File: config.mk
export PLATFORM = sky130hd
export DESIGN_NAME = pattern_serializer
export DESIGN_NICKNAME = d
export VERILOG_FILES = /design/src/rtl/pattern_serializer.sv
export SDC_FILE = /design/constraint.sdc
export NUM_CORES = 1
export LEC_CHECK = 0
export CORE_AREA = 5 5 83 85
export CTS_CLUSTER_SIZE = 16
export DETAILED_ROUTE_END_ITERATION = 8
export DIE_AREA = 0 0 88 90
export DONT_BUFFER_PORTS = 1
export PLACE_DENSITY = 0.7
export SYNTH_ARGS = -nofsm -noshare
export SYNTH_HDL_FRONTEND = slang
export SYNTH_SLANG_ARGS = --single-unit
export TNS_END_PERCENT = 100
File: constraint.sdc
create_clock -name clk -period 1.85 [get_ports clk]
set_input_delay 0.0925 -clock clk [delete_from_list [all_inputs] [get_ports clk]]
set_output_delay 0.0925 -clock clk [all_outputs]
set_load 0.05 [all_outputs]
File: src/rtl/pattern_serializer.sv
// Serial stimulus transmitter for a `1001` sequence detector.
// Accepts a parallel pattern over a valid/ready handshake and shifts it out
// LSB first, optionally repeating it with a fixed zero gap between frames,
// while counting every (overlapping) `1001` it drives onto the line.
module pattern_serializer #(
    parameter int WIDTH = 11,
    parameter int GAP   = 2,
    parameter int REP_W = 4,
    parameter int CNT_W = 8
) (
    input  logic                       clk,
    input  logic                       reset,
    input  logic                       load_valid,
    output logic                       load_ready,
    input  logic [WIDTH-1:0]           load_data,
    input  logic [$clog2(WIDTH+1)-1:0] load_len,
    input  logic [REP_W-1:0]           load_repeat,
    output logic                       out,
    output logic                       out_valid,
    output logic                       busy,
    output logic                       done,
    output logic [CNT_W-1:0]           match_cnt
);

    localparam int LEN_W = $clog2(WIDTH + 1);
    localparam int GAP_W = (GAP > 1) ? $clog2(GAP) : 1;
    localparam logic [LEN_W-1:0] LEN_MAX  = LEN_W'(WIDTH);
    localparam logic [GAP_W-1:0] GAP_LAST = GAP_W'((GAP > 0) ? GAP - 1 : 0);

    typedef enum logic [1:0] {
        S_IDLE,
        S_SHIFT,
        S_GAP
    } state_e;

    state_e             state_q, state_d;
    logic [WIDTH-1:0]   pat_q, pat_d;       // captured pattern, reused per frame
    logic [WIDTH-1:0]   shift_q, shift_d;   // working copy, bit 0 is on the line
    logic [LEN_W-1:0]   len_q, len_d;       // effective frame length
    logic [REP_W-1:0]   rep_q, rep_d;       // extra frames requested
    logic [REP_W-1:0]   frame_q, frame_d;   // frames completed so far
    logic [LEN_W-1:0]   idx_q, idx_d;       // bit index inside the frame
    logic [GAP_W-1:0]   gap_q, gap_d;       // gap cycle counter
    logic [2:0]         hist_q, hist_d;     // previous three driven bits, newest in bit 0
    logic [CNT_W-1:0]   match_q, match_d;
    logic               done_q, done_d;

    logic [LEN_W-1:0]   eff_len;
    logic [3:0]         window;             // last four driven bits, oldest in bit 3

    // Zero or oversize lengths mean a full-width frame.
    assign eff_len = (load_len == '0 || load_len > LEN_MAX) ? LEN_MAX : load_len;

    assign out        = (state_q == S_SHIFT) ? shift_q[0] : 1'b0;
    assign out_valid  = (state_q == S_SHIFT);
    assign busy       = (state_q != S_IDLE);
    assign load_ready = (state_q == S_IDLE) && !reset;
    assign done       = done_q;
    assign match_cnt  = match_q;
    assign window     = {hist_q, out};

    // Next-state logic: load capture, bit sequencing, gap timing and match counting.
    always_comb begin
        // NOTE: every _d gets its hold value first so no path can infer a latch.
        state_d = state_q;
        pat_d   = pat_q;
        shift_d = shift_q;
        len_d   = len_q;
        rep_d   = rep_q;
        frame_d = frame_q;
        idx_d   = idx_q;
        gap_d   = gap_q;
        hist_d  = hist_q;
        match_d = match_q;
        done_d  = 1'b0;

        // Gap zeros are part of what the detector sees, so they feed the history too.
        if (state_q != S_IDLE) begin
            hist_d = {hist_q[1:0], out};
            if (window == 4'b1001 && match_q != '1) begin
                match_d = match_q + CNT_W'(1);
            end
        end

        unique case (state_q)
            S_IDLE: begin
                if (load_valid && load_ready) begin
                    pat_d   = load_data;
                    shift_d = load_data;
                    len_d   = eff_len;
                    rep_d   = load_repeat;
                    frame_d = '0;
                    idx_d   = '0;
                    hist_d  = '0;
                    match_d = '0;
                    state_d = S_SHIFT;
                end
            end
            S_SHIFT: begin
                shift_d = shift_q >> 1;
                if (idx_q == len_q - LEN_W'(1)) begin
                    idx_d = '0;
                    if (frame_q != rep_q) begin
                        frame_d = frame_q + REP_W'(1);
                        shift_d = pat_q;
                        if (GAP > 0) begin
                            state_d = S_GAP;
                            gap_d   = '0;
                        end
                    end else begin
                        state_d = S_IDLE;
                        done_d  = 1'b1;
                    end
                end else begin
                    idx_d = idx_q + LEN_W'(1);
                end
            end
            S_GAP: begin
                if (gap_q == GAP_LAST) begin
                    state_d = S_SHIFT;
                end else begin
                    gap_d = gap_q + GAP_W'(1);
                end
            end
            default: state_d = S_IDLE;
        endcase
    end

    // State register; reset abandons any frame in flight and clears all counters.
    always_ff @(posedge clk or posedge reset) begin
        if (reset) begin
            state_q <= S_IDLE;
            pat_q   <= '0;
            shift_q <= '0;
            len_q   <= '0;
            rep_q   <= '0;
            frame_q <= '0;
            idx_q   <= '0;
            gap_q   <= '0;
            hist_q  <= '0;
            match_q <= '0;
            done_q  <= 1'b0;
        end else begin
            // NOTE: non-blocking so every register samples pre-edge values.
            state_q <= state_d;
            pat_q   <= pat_d;
            shift_q <= shift_d;
            len_q   <= len_d;
            rep_q   <= rep_d;
            frame_q <= frame_d;
            idx_q   <= idx_d;
            gap_q   <= gap_d;
            hist_q  <= hist_d;
            match_q <= match_d;
            done_q  <= done_d;
        end
    end

endmodule

# Word level (Yosys, flattened, before mapping)
# Cells that the tools add are included.
[op_classes]
add_sub_neg = 5
n_mul = 0
div = 0
order_cmp = 1
eq_ne = 10
shifts = 0
n_mux = 31
bitwise = 0
n_reduce_logical = 15
[op_table]
columns = ["cell", "n"]
rows = [
  ["$mux W11", 3],
  ["$mux W8", 4],
  ["$pmux W11 S2", 1],
  ["$mux W4", 5],
  ["$pmux W4 S2", 2],
  ["$mux W3", 3],
  ["$add A4 B1 Y4 const B", 2],
  ["$add A8 B1 Y8 const B", 1],
  ["$mux W2", 4],
  ["$ne A8 B8 Y1 const B", 1],
  ["$mux W1", 7],
  ["$ne A2 B1 Y1 const B", 3],
  ["$pmux W2 S3", 1],
  ["$reduce_and A3 Y1", 2],
  ["$reduce_bool A2 Y1", 3],
  ["$eq A4 B4 Y1", 1],
  ["$eq A4 B4 Y1 const B", 1],
  ["$gt A4 B4 Y1 const B", 1],
  ["$logic_not A4 Y1", 1],
  ["$ne A4 B4 Y1", 1],
  ["$reduce_and A2 Y1", 2],
  ["$reduce_and A4 Y1", 1],
  ["$sub A4 B1 Y4 const B", 1],
  ["$logic_and A1 B1 Y1", 3],
  ["other kinds (8)", 8],
]
[word_totals]
regBits = 53
latch_bits = 0
mem_bits_rw = 0
mem_bits_ro = 0
input_bits = 22
out_inout_bits = 13
elab_cells = 73
mem_count = 0

# Logic depth before layout (Yosys ltp)
[depth]
word_depth = 8
ltp_mapped = 8
depth_no_buf = 7

# Worst setup path before layout
# OpenSTA, ideal clock, no wires.
[synth_timing]
kind = "register -> output"
from = "register state_q[0]"
to = "output port load_ready"
t_arrival_ns = 1.958
required_ns = 1.757
slack_ns = -0.201
path_stages_with_launch = 5
path_buffers = 1
cell_sequence = "dfrtp_1 nor2_1 clkbuf_1 inv_1 nor2_1"
[synth_between]
elab_chain_cells = 2
[synth_rtl]
columns = ["element", "line_no", "text"]
rows = [
  ["from (decl)", "36", "state_e state_q, state_d;"],
  ["from (signal assigned)", "145", "state_q <= state_d;"],
  ["$logic_not A2 Y1", "57", "assign load_ready = (state_q == S_IDLE) && !reset;"],
  ["$logic_and A1 B1 Y1", "57", ""],
  ["to (decl)", "14", "output logic load_ready,"],
]
# Every way passes these cells.

# Worst setup path after layout
[layout_timing]
from = "register len_q[1]"
to = "register frame_q[1]"
[layout_between]
elab_chain_cells = 4
[layout_rtl]
columns = ["element", "line_no", "text"]
rows = [
  ["from (decl)", "39", "logic [LEN_W-1:0] len_q, len_d;"],
  ["from (signal assigned)", "148", "len_q <= len_d;"],
  ["$sub A4 B1 Y4", "101", "if (idx_q == len_q - LEN_W'(1)) begin"],
  ["$eq A4 B4 Y1", "101", ""],
  ["$ne A2 B1 Y1 (no line)", "--", ""],
  ["$reduce_and A4 Y1 (no line)", "--", ""],
  ["to (signal assigned)", "150", "frame_q <= frame_d;"],
  ["to (decl)", "41", "logic [REP_W-1:0] frame_q, frame_d;"],
]
# Every way passes these cells.
# A chain may end at the register's enable or synchronous reset.

==> impl_metrics.yaml <==
status:
  status: "completed"
die:
  io_pins: 35
  die_width_um: 88
  fp-row-count: 29
  core_area_um2: 6130
  die_height_um: 90
  start_util: 0.427
  die-area_um2: 7920
pwr:
  power.density_nw_per_um2: 605
  peakVddDrop_mv: 0.267
  p_leak_nw: 1.52
worst_setup_path:
  rrSetupSlack_ns: 0.1
  end_kind: "flip-flop"
  critPathMaxFanout: 5
  rr_worst_depth: 7
  crit_start: "len_q[1]$_DFFE_PP0P_"
  worstSetupPathType: "reg2reg"
  critPathArrivalTime_ns: 1.94
  worstPathRequired_ns: 2.03
  startpoint_type: "flip-flop"
  reg2reg_to: "frame_q[1]$_DFFE_PP0P_"
  r2r_start: "len_q[1]$_DFFE_PP0P_"
  endpoint: "frame_q[1]$_DFFE_PP0P_"
yosys:
  synth_top_cell_by_area: "dfrtp_1"
  synth_top_cell_area_share: 0.506
  ys_top_cells_by_area: "dfrtp_1 (51%), nand2_1 (8.3%), and3_1 (3.3%)"
  synth_cells: 267
  synth_ff_type: "dfrtp_1"
  synth_nets: 293
  synth_edf_count: 0
  syn-cell-area_um2: 2620
  ys_warn_count: 0
  synthDistinctLibCells: 41
  async_flop_share: 1.00
  ys_ff_latch: 53
  seq_area_frac_synth: 0.506
  avgSynthCellArea_um2: 9.82
placed_design:
  numPortBuffers: 0
  place_ws_ns: 0.0980
  hpwl_um: 4160
  dp.cells: 356
  routabilityCongestion: 0.788
clock_network:
  htreeDepth: 2
  cts_tree: "done"
  cts_buffers: 5
  clock_latency_ns: 0.31
  root_buffer: "clkbuf_8"
  cts.sinks: 53
  clk_pin_slew_ns: 0.09
  cts_buffer_depth: 2
final_layout:
  layout.nets: 322
  drive_above_1_share: 0.165
  final_common_cell: "nand2_1"
  syn2layout_area_growth_pct: 17.5
  final_cells: 374
  final_cell_mix: "nand2_1 (58), dfrtp_1 (53), buf_4 (21)"
  seq_area_um2: 1330
  n_antenna_cell: 0
  multi_input_area_um2: 1240
  fillers: 558
detailed_routing:
  first_pass_iters: 4
  via_per_inst: 5.49
  drtIter0Drc: 113
  ant_nets: 0
  wire_per_inst_um: 15.4
  routed_wl_um: 5780
  drc_errors: 0
  vias: 2054
sta:
  maxSlewHeadroom: 0.612
  rsz0062_at_grt: "true"
  max_freq_mhz: 570
  hold_viol_final: 0
  skew_ns: 0.00858
  setup_ws_ns: 0.0960
  setup_viol: 0
  post-route-period-util: 0.948
  final_max_slew_viol_count: 0
  period_needed_ns: 1.75
  worst_pin_slew_ns: 0.582
  hold_slack_ns: 0.00624
global_route:
  antenna_found_initial: 0
  grt_max_degree: 29
  track_usage: 0.156
  grt-ovfl-total: 0
  first_global_vias: 2058
  grt_pass1_wl_um: 9930
run:
  drv_cap: 0
hold_path:
  hp-class: "in2reg"
-- timing repair --
item | in CTS | in global routing
resized for setup | 0 | 8
endpoints found under the setup margin | 0 | 12
hold endpoints to repair | 36 | 0
setup buffers | 0 | 0
hold buffers | 10 | 0
-- cell type report --
type,count,area share
clock buffer,6,0.0236
clock inverter,2,0.00447
inverter,7,0.00894
multi-input combinational,195,0.404
sequential,53,0.431
tap,77,0.0313
timing repair buffer,34,0.0975
-- power breakdown --
part	leakage, nW	switching, W	internal [W]
Clock	0.0456	0.000383	0.000271
Sequential	0.665	0	0.00116
Combinational	0.812	0.0000310	0.0000206
-- registers in the layout (all words and copies together) (netlist names) --
register,cells
done,1
frame_q,4
gap_q,1
hist_q,3
idx_q,4
len_q,4
match_cnt,8
pat_q,11
rep_q,4
shift_q,11
state_q,2
-- worst max-delay path, stage by stage (launching register included) --
cell and delay (ns):
dfrtp_1 0.36, inv_1 0.06, ha_1 0.28, xor2_1 0.21, and3_1 0.23, nand3_2 0.12
nor2_2 0.24, o21ai_0 0.13
-- how the worst min path moves through the flow --
stage | to | startpoint | cells past startpoint | slack, ns
finish | len_q[0]$_DFFE_PP0P_ | load_len[2] | 2 | 0.006
global route | len_q[1]$_DFFE_PP0P_ | load_len[2] | 2 | 0.02
CTS | len_q[0]$_DFFE_PP0P_ | load_len[2] | 2 | 0.01
detailed placement | pat_q[3]$_DFFE_PP0P_ | reset | 1 | 0.07
global placement | pat_q[5]$_DFFE_PP0P_ | reset | 1 | 0.07
floorplan | rep_q[0]$_DFFE_PP0P_ | load_repeat[0] | 2 | 0.20
-- synth_stat cells (2+ instances only) --
library cell   n
buf_2          2
nor4_1         2
dfrtp_1       53
nor3_2         2
a2111oi_0      2
a21oi_1        7
a22o_1         2
a21o_1        11
a211oi_1      11
buf_4          2
ha_1           4
a31o_2         2
and2_1         2
clkbuf_1       8
and4_1         2
mux2i_1        5
xor2_1         3
o21bai_1       2
nor2_1        10
nand3_1       11
xnor2_2        2
xnor2_1        7
nor2b_1        2
inv_1          6
a31oi_1       10
nor3_1         6
and3_1        14
o21ai_0        7
nand2_1       58
-- metal layers --
metal  GRT usage  wire [um]  vias up
met3      0.0338        244        5
li1            -          -     1004
met2       0.261       2910       39
met1       0.204       2560     1006
met4      0.0345         63        0
met5           0          0        -
-- metrics by stage --
stage | area [um^2] | utilization | setup TNS, ns | power (W)
3_5_place_dp | 2860 | 0.466 | 0 | 0.00122
2_1_floorplan | 2620 | - | 0 | 0.00120
5_1_grt | 3080 | 0.502 | -0.114 | 0.00194
3_3_place_gp | 2860 | 0.466 | 0 | 0.00122
4_1_cts | 3040 | 0.496 | 0 | 0.00188
6_report | 3080 | 0.502 | 0 | 0.00186
-- cells by family after synthesis --
logic type,Yosys count,share of synthesized area
XOR/XNOR,13,0.0544
AND/OR/NAND/NOR,116,0.221
multiplexers,5,0.0191
buffers and inverters,19,0.0315
AO/OA/AOI/OAI,57,0.148
flip-flops,53,0.506
adder cells (fa/ha/maj),4,0.0191
Note: power is estimated with default switching activity, not from simulation.
